### config.mk
export PLATFORM = sky130hd
export DESIGN_NAME = tt_uo_uart_capture
export DESIGN_NICKNAME = d
export VERILOG_FILES = /design/src/rtl/tt_uo_uart_capture.sv
export SDC_FILE = /design/constraint.sdc
export NUM_CORES = 1
export LEC_CHECK = 0
export CORE_MARGIN = 5
export CORE_UTILIZATION = 45
export CTS_BUF_LIST = sky130_fd_sc_hd__clkbuf_4 sky130_fd_sc_hd__clkbuf_8
export CTS_CLUSTER_DIAMETER = 100
export DETAILED_ROUTE_END_ITERATION = 16
export HOLD_SLACK_MARGIN = 0.05
export PLACE_DENSITY = 0.7
export REMOVE_ABC_BUFFERS = 1
export SETUP_SLACK_MARGIN = 0.2
export SLEW_MARGIN = 20
export SYNTH_ARGS = -nofsm -noshare
export SYNTH_HDL_FRONTEND = slang
export SYNTH_SLANG_ARGS = --single-unit
### constraint.sdc
create_clock -name clk -period 3.08 [get_ports clk]
set_clock_uncertainty 0.2 [all_clocks]
set_input_delay 0.616 -clock clk [delete_from_list [all_inputs] [get_ports clk]]
set_output_delay 0.616 -clock clk [all_outputs]
set_load 0.01 [all_outputs]
### src/rtl/tt_uo_uart_capture.sv
// Captures debounced changes of an asynchronous 8-bit tile output into a small FIFO
// and replays each captured byte as an 8N1 LSB-first frame on a single tx pin.
module tt_uo_uart_capture #(
  parameter int DEPTH         = 4,
  parameter int CLKS_PER_BIT  = 4,
  parameter int STABLE_CYCLES = 2
) (
  input  logic                     clk,
  input  logic                     rst_n,
  input  logic [7:0]               data_in,
  input  logic                     enable,
  input  logic                     ovf_clr,
  output logic                     tx,
  output logic                     busy,
  output logic                     overflow,
  output logic [$clog2(DEPTH):0]   level
);

  localparam int AW = $clog2(DEPTH);
  localparam int LW = AW + 1;
  localparam int SW = (STABLE_CYCLES > 1) ? $clog2(STABLE_CYCLES) : 1;
  localparam int BW = $clog2(CLKS_PER_BIT);
  localparam logic [SW-1:0] STAB_MAX = SW'(STABLE_CYCLES - 1);
  localparam logic [BW-1:0] BIT_LAST = BW'(CLKS_PER_BIT - 1);
  localparam logic [LW-1:0] LVL_FULL = LW'(DEPTH);

  typedef enum logic [1:0] {IDLE, START, DATA, STOP} state_e;

  logic [7:0]    meta_q, meta_d;
  logic [7:0]    sync_q, sync_d;
  logic [1:0]    prime_q, prime_d;
  logic [SW-1:0] stab_cnt_q, stab_cnt_d;
  logic          en_q, en_d;
  logic          first_q, first_d;
  logic [7:0]    last_cap_q, last_cap_d;
  logic [AW-1:0] wptr_q, wptr_d;
  logic [AW-1:0] rptr_q, rptr_d;
  logic [LW-1:0] level_q, level_d;
  logic          ovf_q, ovf_d;
  logic [7:0]    mem_q [DEPTH];
  logic [7:0]    mem_d [DEPTH];
  state_e        state_q, state_d;
  logic [7:0]    shreg_q, shreg_d;
  logic [BW-1:0] bcnt_q, bcnt_d;
  logic [2:0]    bitidx_q, bitidx_d;
  logic          tx_q, tx_d;

  logic          stable;
  logic          capture;
  logic          pop;
  logic          push_ok;
  logic          drop;
  logic          bit_end;
  logic [2:0]    nxt_idx;

  // Capture path: synchroniser, stability filter, capture decision and FIFO bookkeeping.
  always_comb begin
    meta_d  = data_in;
    sync_d  = meta_q;
    // The synchroniser flops hold reset values, not real samples, until primed.
    prime_d = {prime_q[0], 1'b1};

    stab_cnt_d = '0;
    if (prime_q[1] && (meta_q == sync_q)) begin
      stab_cnt_d = (stab_cnt_q == STAB_MAX) ? STAB_MAX : stab_cnt_q + SW'(1);
    end
    stable = prime_q[1] && (stab_cnt_q == STAB_MAX);

    capture = enable && stable && ((sync_q != last_cap_q) || first_q);
    pop     = (state_q == IDLE) && (level_q != '0);
    push_ok = capture && ((level_q != LVL_FULL) || pop);
    drop    = capture && !push_ok;

    en_d    = enable;
    first_d = first_q;
    if (capture) begin
      first_d = 1'b0;
    end
    if (en_q && !enable) begin
      first_d = 1'b1;
    end
    last_cap_d = capture ? sync_q : last_cap_q;

    wptr_d = push_ok ? wptr_q + AW'(1) : wptr_q;
    rptr_d = pop     ? rptr_q + AW'(1) : rptr_q;
    case ({push_ok, pop})
      2'b10:   level_d = level_q + LW'(1);
      2'b01:   level_d = level_q - LW'(1);
      default: level_d = level_q;
    endcase

    ovf_d = drop || (ovf_q && !ovf_clr);

    mem_d = mem_q;
    if (push_ok) begin
      mem_d[wptr_q] = sync_q;
    end
  end

  // Serialiser: tx_d is computed for the state being entered so tx is a clean flop output.
  always_comb begin
    state_d  = state_q;
    shreg_d  = shreg_q;
    bcnt_d   = bcnt_q;
    bitidx_d = bitidx_q;
    tx_d     = tx_q;
    bit_end  = (bcnt_q == BIT_LAST);
    nxt_idx  = bitidx_q + 3'd1;

    case (state_q)
      IDLE: begin
        tx_d = 1'b1;
        if (pop) begin
          state_d = START;
          shreg_d = mem_q[rptr_q];
          bcnt_d  = '0;
          tx_d    = 1'b0;
        end
      end
      START: begin
        if (bit_end) begin
          state_d  = DATA;
          bcnt_d   = '0;
          bitidx_d = '0;
          tx_d     = shreg_q[0];
        end else begin
          bcnt_d = bcnt_q + BW'(1);
        end
      end
      DATA: begin
        if (bit_end) begin
          bcnt_d = '0;
          if (bitidx_q == 3'd7) begin
            state_d = STOP;
            tx_d    = 1'b1;
          end else begin
            bitidx_d = nxt_idx;
            tx_d     = shreg_q[nxt_idx];
          end
        end else begin
          bcnt_d = bcnt_q + BW'(1);
        end
      end
      STOP: begin
        tx_d = 1'b1;
        if (bit_end) begin
          state_d = IDLE;
          bcnt_d  = '0;
        end else begin
          bcnt_d = bcnt_q + BW'(1);
        end
      end
      default: begin
        state_d = IDLE;
        tx_d    = 1'b1;
      end
    endcase
  end

  always_ff @(posedge clk or negedge rst_n) begin
    if (!rst_n) begin
      meta_q     <= '0;
      sync_q     <= '0;
      prime_q    <= '0;
      stab_cnt_q <= '0;
      en_q       <= 1'b0;
      first_q    <= 1'b1;
      last_cap_q <= '0;
      wptr_q     <= '0;
      rptr_q     <= '0;
      level_q    <= '0;
      ovf_q      <= 1'b0;
      state_q    <= IDLE;
      shreg_q    <= '0;
      bcnt_q     <= '0;
      bitidx_q   <= '0;
      tx_q       <= 1'b1;
    end else begin
      meta_q     <= meta_d;
      sync_q     <= sync_d;
      prime_q    <= prime_d;
      stab_cnt_q <= stab_cnt_d;
      en_q       <= en_d;
      first_q    <= first_d;
      last_cap_q <= last_cap_d;
      wptr_q     <= wptr_d;
      rptr_q     <= rptr_d;
      level_q    <= level_d;
      ovf_q      <= ovf_d;
      state_q    <= state_d;
      shreg_q    <= shreg_d;
      bcnt_q     <= bcnt_d;
      bitidx_q   <= bitidx_d;
      tx_q       <= tx_d;
    end
  end

  // Storage needs no reset: contents are only visible through the reset pointers.
  always_ff @(posedge clk) begin
    mem_q <= mem_d;
  end

  assign tx       = tx_q;
  assign busy     = (state_q != IDLE);
  assign overflow = ovf_q;
  assign level    = level_q;

endmodule

==> run metrics, run 1 <==
top post-synthesis cells by count 51 x dfrtp_1, 32 x edfxtp_1, 25 x nand2_1, 13 x xnor2_1; Max-cap violations 0; number of synthesized flops with an enable pin 32; Post-Synthesis Cell Area 0.00356 sq mm; endpoint class of the critical path register; Hold Crit Class reg2reg; Setup CP Type reg2reg; WP buf/inv 1; DR vias 1,918; post-DP HPWL 3910 um; Die Footprint 0.00979 sq mm; Boundary Pins 18; vias in the first global route 2,012; Period minus WS final 2.70 ns; dpl cells 365; Pre-antenna DRT Iters 4; Setup crit end level[2]; CP dominant cell by count xor2_1; DIE HEIGHT 98.9 um; Die X 98.9 um; # diodes 0; GPL Wtd Cong 0.794; Final Routed Wirelength 5490 um; Sw Pwr 912 uW; Worst IR Drop VDD 0.382 mV; sequential element share of the synthesized area 0.643; Crit path max-delay family simple AND/OR/NAND/NOR gates; CTS Root Cell clkbuf_8; Switching Share 0.302; CP Launch Type register; setup TNS 0 ns; Synth warnings 0; Slew Limit Fails 0; # setup viols final 0; leakage power 0.00167 uW; #FFs+latches synth 85; post-synth top area cell dfrtp_1; TritonCTS clock tree done; Worst path depth 10; Mapped Avg Cell Area 14.7 sq um; final hold vios 0; Clock power frac 0.230; initial antenna violation count 0; fmax 370 MHz; worst-path maximum fanout 7; DRT iter0 DRCs 56; actual slew at the worst max-slew pin 0.666 ns; Main synth FF type dfrtp_1; hold slack 0.164 ns; non-filler instance count after layout 382; area growth from synthesis to layout 15.0%; post-synth top area share 0.359; RSZ-0062 raised after global routing false; Core Box Area 0.00773 sq mm; CP cell instances xor2_1 -> or3_4 -> o31ai_4 -> nand2b_1 -> ha_1 -> inv_1 -> fa_1 -> xor2_1 -> nor2_1 -> xor2_1; wire per inst 14.4 um; Post-synth ARST share 0.624; Yosys cell types 39; Tcrit/Tclk final 0.877; status complete, no violations; Initial Util 0.461; Max Buffers Root-to-Sink 2; Post-DRT Antenna Nets 0; GRT Total Usage 0.126; Overflow after GRT 0; combinational fraction of design power 0.280; pwr/cell area 739 mW/mm^2; synth top area cells dfrtp_1 36%, edfxtp_1 27%, mux4_2 6.3%, ha_1 4.2%, mux2_2 3.5%; clk sinks 85; r2r worst-path depth 10; later-pin clock latency in the skew report 0.34 ns; Rows 32; slowest CP cell dfrtp_2; r2r startpoint sync_q[5]; largest net degree at the start of global routing 54; most frequent cell after synthesis dfrtp_1; Gate Count Post-Synth 242; DRC 0; Crit path largest cell delay 0.46 ns; Reg2Reg Setup Slack 0.38 ns; Worst-path clk slew 0.09 ns; Reg power frac 0.491; first-pass GRT wire length 9690 um; reg2reg end level[2]; nets 300; layout cells sized above 1 0.204; worst relative slew slack 0.556; internal cell power 2110 uW; IO buf count 17; CP required 3.14 ns; Worst Setup SP sync_q[5]; DR vias/cell 5.02; htree depth 3; critical path arrival 2.77 ns; TritonCTS Buffers 9
[worst min-delay path by stage]
stage,from,slack [ns],to,depth (start not counted)
floorplan,rst_n,0.12,bcnt_q[0],0
global placement,prime_q[0],0.14,prime_q[1],0
detailed placement,prime_q[0],0.15,prime_q[1],0
CTS,prime_q[0],0.17,prime_q[1],0
global route,prime_q[0],0.19,prime_q[1],0
finish,prime_q[0],0.16,prime_q[1],0
[cells by family after synthesis]
group / after synthesis / synth area share
AO/OA/AOI/OAI: 21 / 0.0468
XOR/XNOR: 21 / 0.0517
adder cells (fa/ha/maj): 13 / 0.0478
buffers and inverters: 18 / 0.0193
flip-flops: 85 / 0.643
multiplexers: 22 / 0.101
other: 1 / 0.00105
AND/OR/NAND/NOR: 61 / 0.0893
[power by group through the flow]
stage	Clock, uW	Combinational (uW)	Sequential (uW)
after detailed placement	0	859	1510
final	695	846	1480
after floorplan	0	643	1470
after CTS	720	861	1490
after global placement	0	829	1500
after global routing	780	951	1510
[metal layers]
layer / vias to the layer above / wire [um] / GRT usage
met4: 0 / 48 / 0.0284
met1: 943 / 2440 / 0.153
met3: 7 / 210 / 0.0524
li1: 942 / - / -
met5: - / 0 / 0
met2: 26 / 2790 / 0.211
[metrics by stage]
step           worst slack (ns)  area (sq um)  power [uW]  utilization
6_report                  0.378          4090        3030        0.530
4_1_cts                   0.335          4080        3070        0.528
2_1_floorplan             0.337          3540        2110            -
3_3_place_gp              0.305          3900        2330        0.505
3_5_place_dp              0.253          3900        2370        0.505
5_1_grt                   0.210          4090        3240        0.530
[worst reg2reg max path: stages, from the launching register on]
cell      delay, ns
dfrtp_2        0.46
xor2_1         0.17
or3_4          0.42
o31ai_4        0.23
nand2b_1       0.13
ha_1           0.17
inv_1          0.06
fa_1           0.37
xor2_1         0.15
nor2_1         0.11
xor2_1         0.14
[cell usage in the layout (no fill, tap or decap), drive strengths merged, types with 2 or more instances in the layout]
cell / count
a21oi: 2
a22o: 6
and3: 2
buf: 12
clkbuf: 10
clkdlybuf4s50: 16
clkinv: 4
dfrtp: 51
dfstp: 2
edfxtp: 32
ha: 12
inv: 14
mux2: 11
mux4: 10
nand2: 25
nand2b: 3
nand3: 2
nand4: 3
nor2: 5
nor2b: 3
nor3: 6
nor3b: 4
nor4: 2
o21ai: 5
o22a: 2
or3: 3
xnor2: 13
xor2: 8
[sequential cells by signal (all words and copies together) (netlist names), 2 cells and up]
register    count
shreg_q         8
wptr_q          2
level           3
state_q         2
sync_q          8
last_cap_q      8
bcnt_q          2
meta_q          8
prime_q         2
rptr_q          2
mem_q          32
bitidx_q        3
[area by class of cell]
class / count / area (sq um)
Multi-Input combinational cell: 139 / 1200
Timing Repair Buffer: 28 / 248
Inverter: 12 / 45.0
Tap cell: 102 / 128
Sequential cell: 85 / 2290
Clock buffer: 10 / 131
Clock inverter: 6 / 46.3
Fill cell: 645 / 3630
[repair_timing]
item	in CTS	in global routing
hold buffers	0	0
setup buffers	0	1
endpoints found under the setup margin	0	1
resized for setup	0	3
(Power assumes the default switching activity.)
==> run 2: changes to the inputs <==
--- a/config.mk
+++ b/config.mk
@@ -5,6 +5,7 @@
 export SDC_FILE = /design/constraint.sdc
 export NUM_CORES = 1
 export LEC_CHECK = 0
+export CORE_ASPECT_RATIO = 0.7
 export CORE_MARGIN = 5
 export CORE_UTILIZATION = 45
 export CTS_BUF_LIST = sky130_fd_sc_hd__clkbuf_4 sky130_fd_sc_hd__clkbuf_8
==> run 2 against run 1 <==
Register-to-register slack better by 0.02 ns; worst hold slack worse by 0.0047 ns; critical path depth unchanged; global-route usage up 1.2 points; clock-buffer cell count up 2; flip-flop and latch count unchanged.
==> run metrics, run 2 (synthesized netlist as in run 1, its figures left out) <==
Switching Share 0.300 (-0.00127); IO buf count 17 (unchanged); Reg2Reg Setup Slack 0.40 ns (+0.02 ns); Overflow after GRT 0 (unchanged); hold_sp prime_q[0]; later-pin clock latency in the skew report 0.35 ns (about the same); Clock power frac 0.239 (+0.009); DRC 0 (unchanged); DR vias/cell 5.23 (+4.1%); first-pass GRT wire length 10,400 um (+7.4%); CP required 3.16 ns (+0.02 ns); critical path arrival 2.77 ns (about the same); RSZ-0062 raised after global routing false; initial antenna violation count 0 (unchanged); clk sinks 85 (unchanged); cell area after layout 0.00409 sq mm (about the same); Die X 116 um (+18%); multi-input logic area 0.00120 sq mm (unchanged); pwr/cell area 753 mW/mm^2 (+1.9%); Max Buffers Root-to-Sink 2 (unchanged); area growth from synthesis to layout 14.9% (about the same); TritonCTS clock tree done; slowest CP cell dfrtp_1; most flop-heavy register mem_q; r2r worst-path depth 10 (unchanged); DIE HEIGHT 84.4 um (-15%); GRT Total Usage 0.139 (+0.0124); internal cell power 2160 uW (+2.0%); setup TNS 0 ns (unchanged); DR vias 1,987 (+3.6%); CP cell instances xor2_1 -> or3_4 -> o31ai_4 -> nand2b_1 -> ha_1 -> inv_1 -> fa_1 -> xor2_1 -> nor2_1 -> xor2_1; largest net degree at the start of global routing 54 (unchanged); GPL Wtd Cong 0.746 (-6.1%); Die Footprint 0.00982 sq mm (+0.29%); nets 299 (-0.33%); # setup viols final 0 (unchanged); Slew Limit Fails 0 (unchanged); Rows 27 (-16%); Reg power frac 0.482 (-0.009); fmax 373 MHz (+0.78%); Pre-antenna DRT Iters 4 (unchanged); Initial Util 0.458 (-0.00252); leakage power 0.00167 uW (+0.26%); Final Routed Wirelength 5980 um (+8.9%); Worst Setup SP sync_q[1]; CTS Root Cell clkbuf_8; CP dominant cell by count xor2_1; vias in the first global route 2,112 (+5.0%); # hold bufs at CTS 0 (unchanged); FF+latch area 0.00229 sq mm (-0.11%); post-DP HPWL 4170 um (+6.6%); hold path depth 0 (unchanged); # diodes 0 (unchanged); wire per inst 15.7 um (+9.5%); actual slew at the worst max-slew pin 0.689 ns (+0.0236 ns); Sw Pwr 925 uW (+1.4%); final hold vios 0 (unchanged); Crit path largest cell delay 0.46 ns (about the same); htree depth 3 (unchanged); Setup CP Type reg2reg; Hold Path End prime_q[1]; commonest cells after routing, fill and taps aside 50 x dfrtp_1, 32 x edfxtp_1, 25 x nand2_1; Period minus WS final 2.68 ns (-0.0208 ns); reg2reg end level[2]; combinational fraction of design power 0.279 (about the same); r2r startpoint sync_q[1]; CP Launch Type register; endpoint class of the critical path register; placed instance area 0.00390 sq mm (about the same); max reg flops 32 (unchanged); Max-cap violations 0 (unchanged); Hold Crit Class reg2reg; Core Box Area 0.00777 sq mm (+0.55%); TritonCTS Buffers 9 (unchanged); worst relative slew slack 0.541 (-0.0157); Post-DRT Antenna Nets 0 (unchanged); Tcrit/Tclk final 0.871 (-0.00675); layout cells sized above 1 0.194 (-0.0100); Worst IR Drop VDD 0.392 mV (+2.6%); worst-path maximum fanout 7 (unchanged); commonest non-fill, non-tap cell in the layout dfrtp_1; Worst-path clk slew 0.08 ns (about the same); hold slack 0.159 ns (-0.00469 ns); # fillers 657 (+1.9%); status complete, no violations; DRT iter0 DRCs 94 (+68%); Boundary Pins 18 (unchanged)
## run 2: cell count changes in the layout (fill, tap and decap cells not counted)
cell | previous run | this run
buf_4 | 11 | 10
inv_6 | 1 | 2
clkinv_4 | 3 | 0
dfrtp_2 | 3 | 1
clkbuf_8 | 9 | 11
dfrtp_1 | 48 | 50
## run 2: worst max-delay path by stage
stage               cells past startpoint  endpoint
floorplan                              10  level[2]
global placement                       10  level[2]
detailed placement                     10  level[2]
CTS                                    10  level[2]
global route                           10  level[2]
finish                                 10  level[2]
## run 2: metrics by stage
| stage | std cells | util | worst slack [ns] | power (uW) |
|---|---|---|---|---|
| 5_1_grt | 380 | 0.527 | 0.207 | 3310 |
| 2_1_floorplan | 236 | - | 0.337 | 2110 |
| 3_3_place_gp | 364 | 0.502 | 0.300 | 2340 |
| 4_1_cts | 380 | 0.526 | 0.362 | 3120 |
| 3_5_place_dp | 364 | 0.502 | 0.263 | 2380 |
| 6_report | 380 | 0.527 | 0.399 | 3080 |
## run 2: cell type report
class                   instances  share of cell area
multi-input cells             139               0.294
clock buffers                  12              0.0388
inverters                      12              0.0110
well taps                     101              0.0309
repair buffers                 27              0.0587
clock inverters                 4             0.00703
flip-flops and latches         85               0.560
## run 2: per-layer routing
layer	share of wire	vias up	track usage	wire (um)
li1	-	929	-	-
met1	0.47	1025	0.182	2810
met2	0.48	29	0.217	2890
met3	0.041	4	0.0620	243
met4	0.0072	0	0.0242	43
met5	0	-	0	0
## run 2: worst max-delay path: cells and delay by family, from the launching register on
kind | cells | cell delay [ns]
compound gates | 1 | 0.22
xor+xnor | 3 | 0.48
fa+ha+maj | 2 | 0.55
buf+inv | 1 | 0.06
flops | 1 | 0.46
simple gates | 3 | 0.64
## run 2: what timing repair did
item / 4_1_cts / 5_1_grt
setup buffers: 0 / 0
endpoints found under the setup margin: 0 / 1
gates resized for setup: 0 / 1
## run 2: power groups by stage
stage          combinational (uW)  clock, uW  sequential [uW]
2_1_floorplan                 643          0             1470
3_3_place_gp                  838          0             1500
3_5_place_dp                  869          0             1510
4_1_cts                       873        761             1490
5_1_grt                       971        822             1510
6_report                      861        736             1480
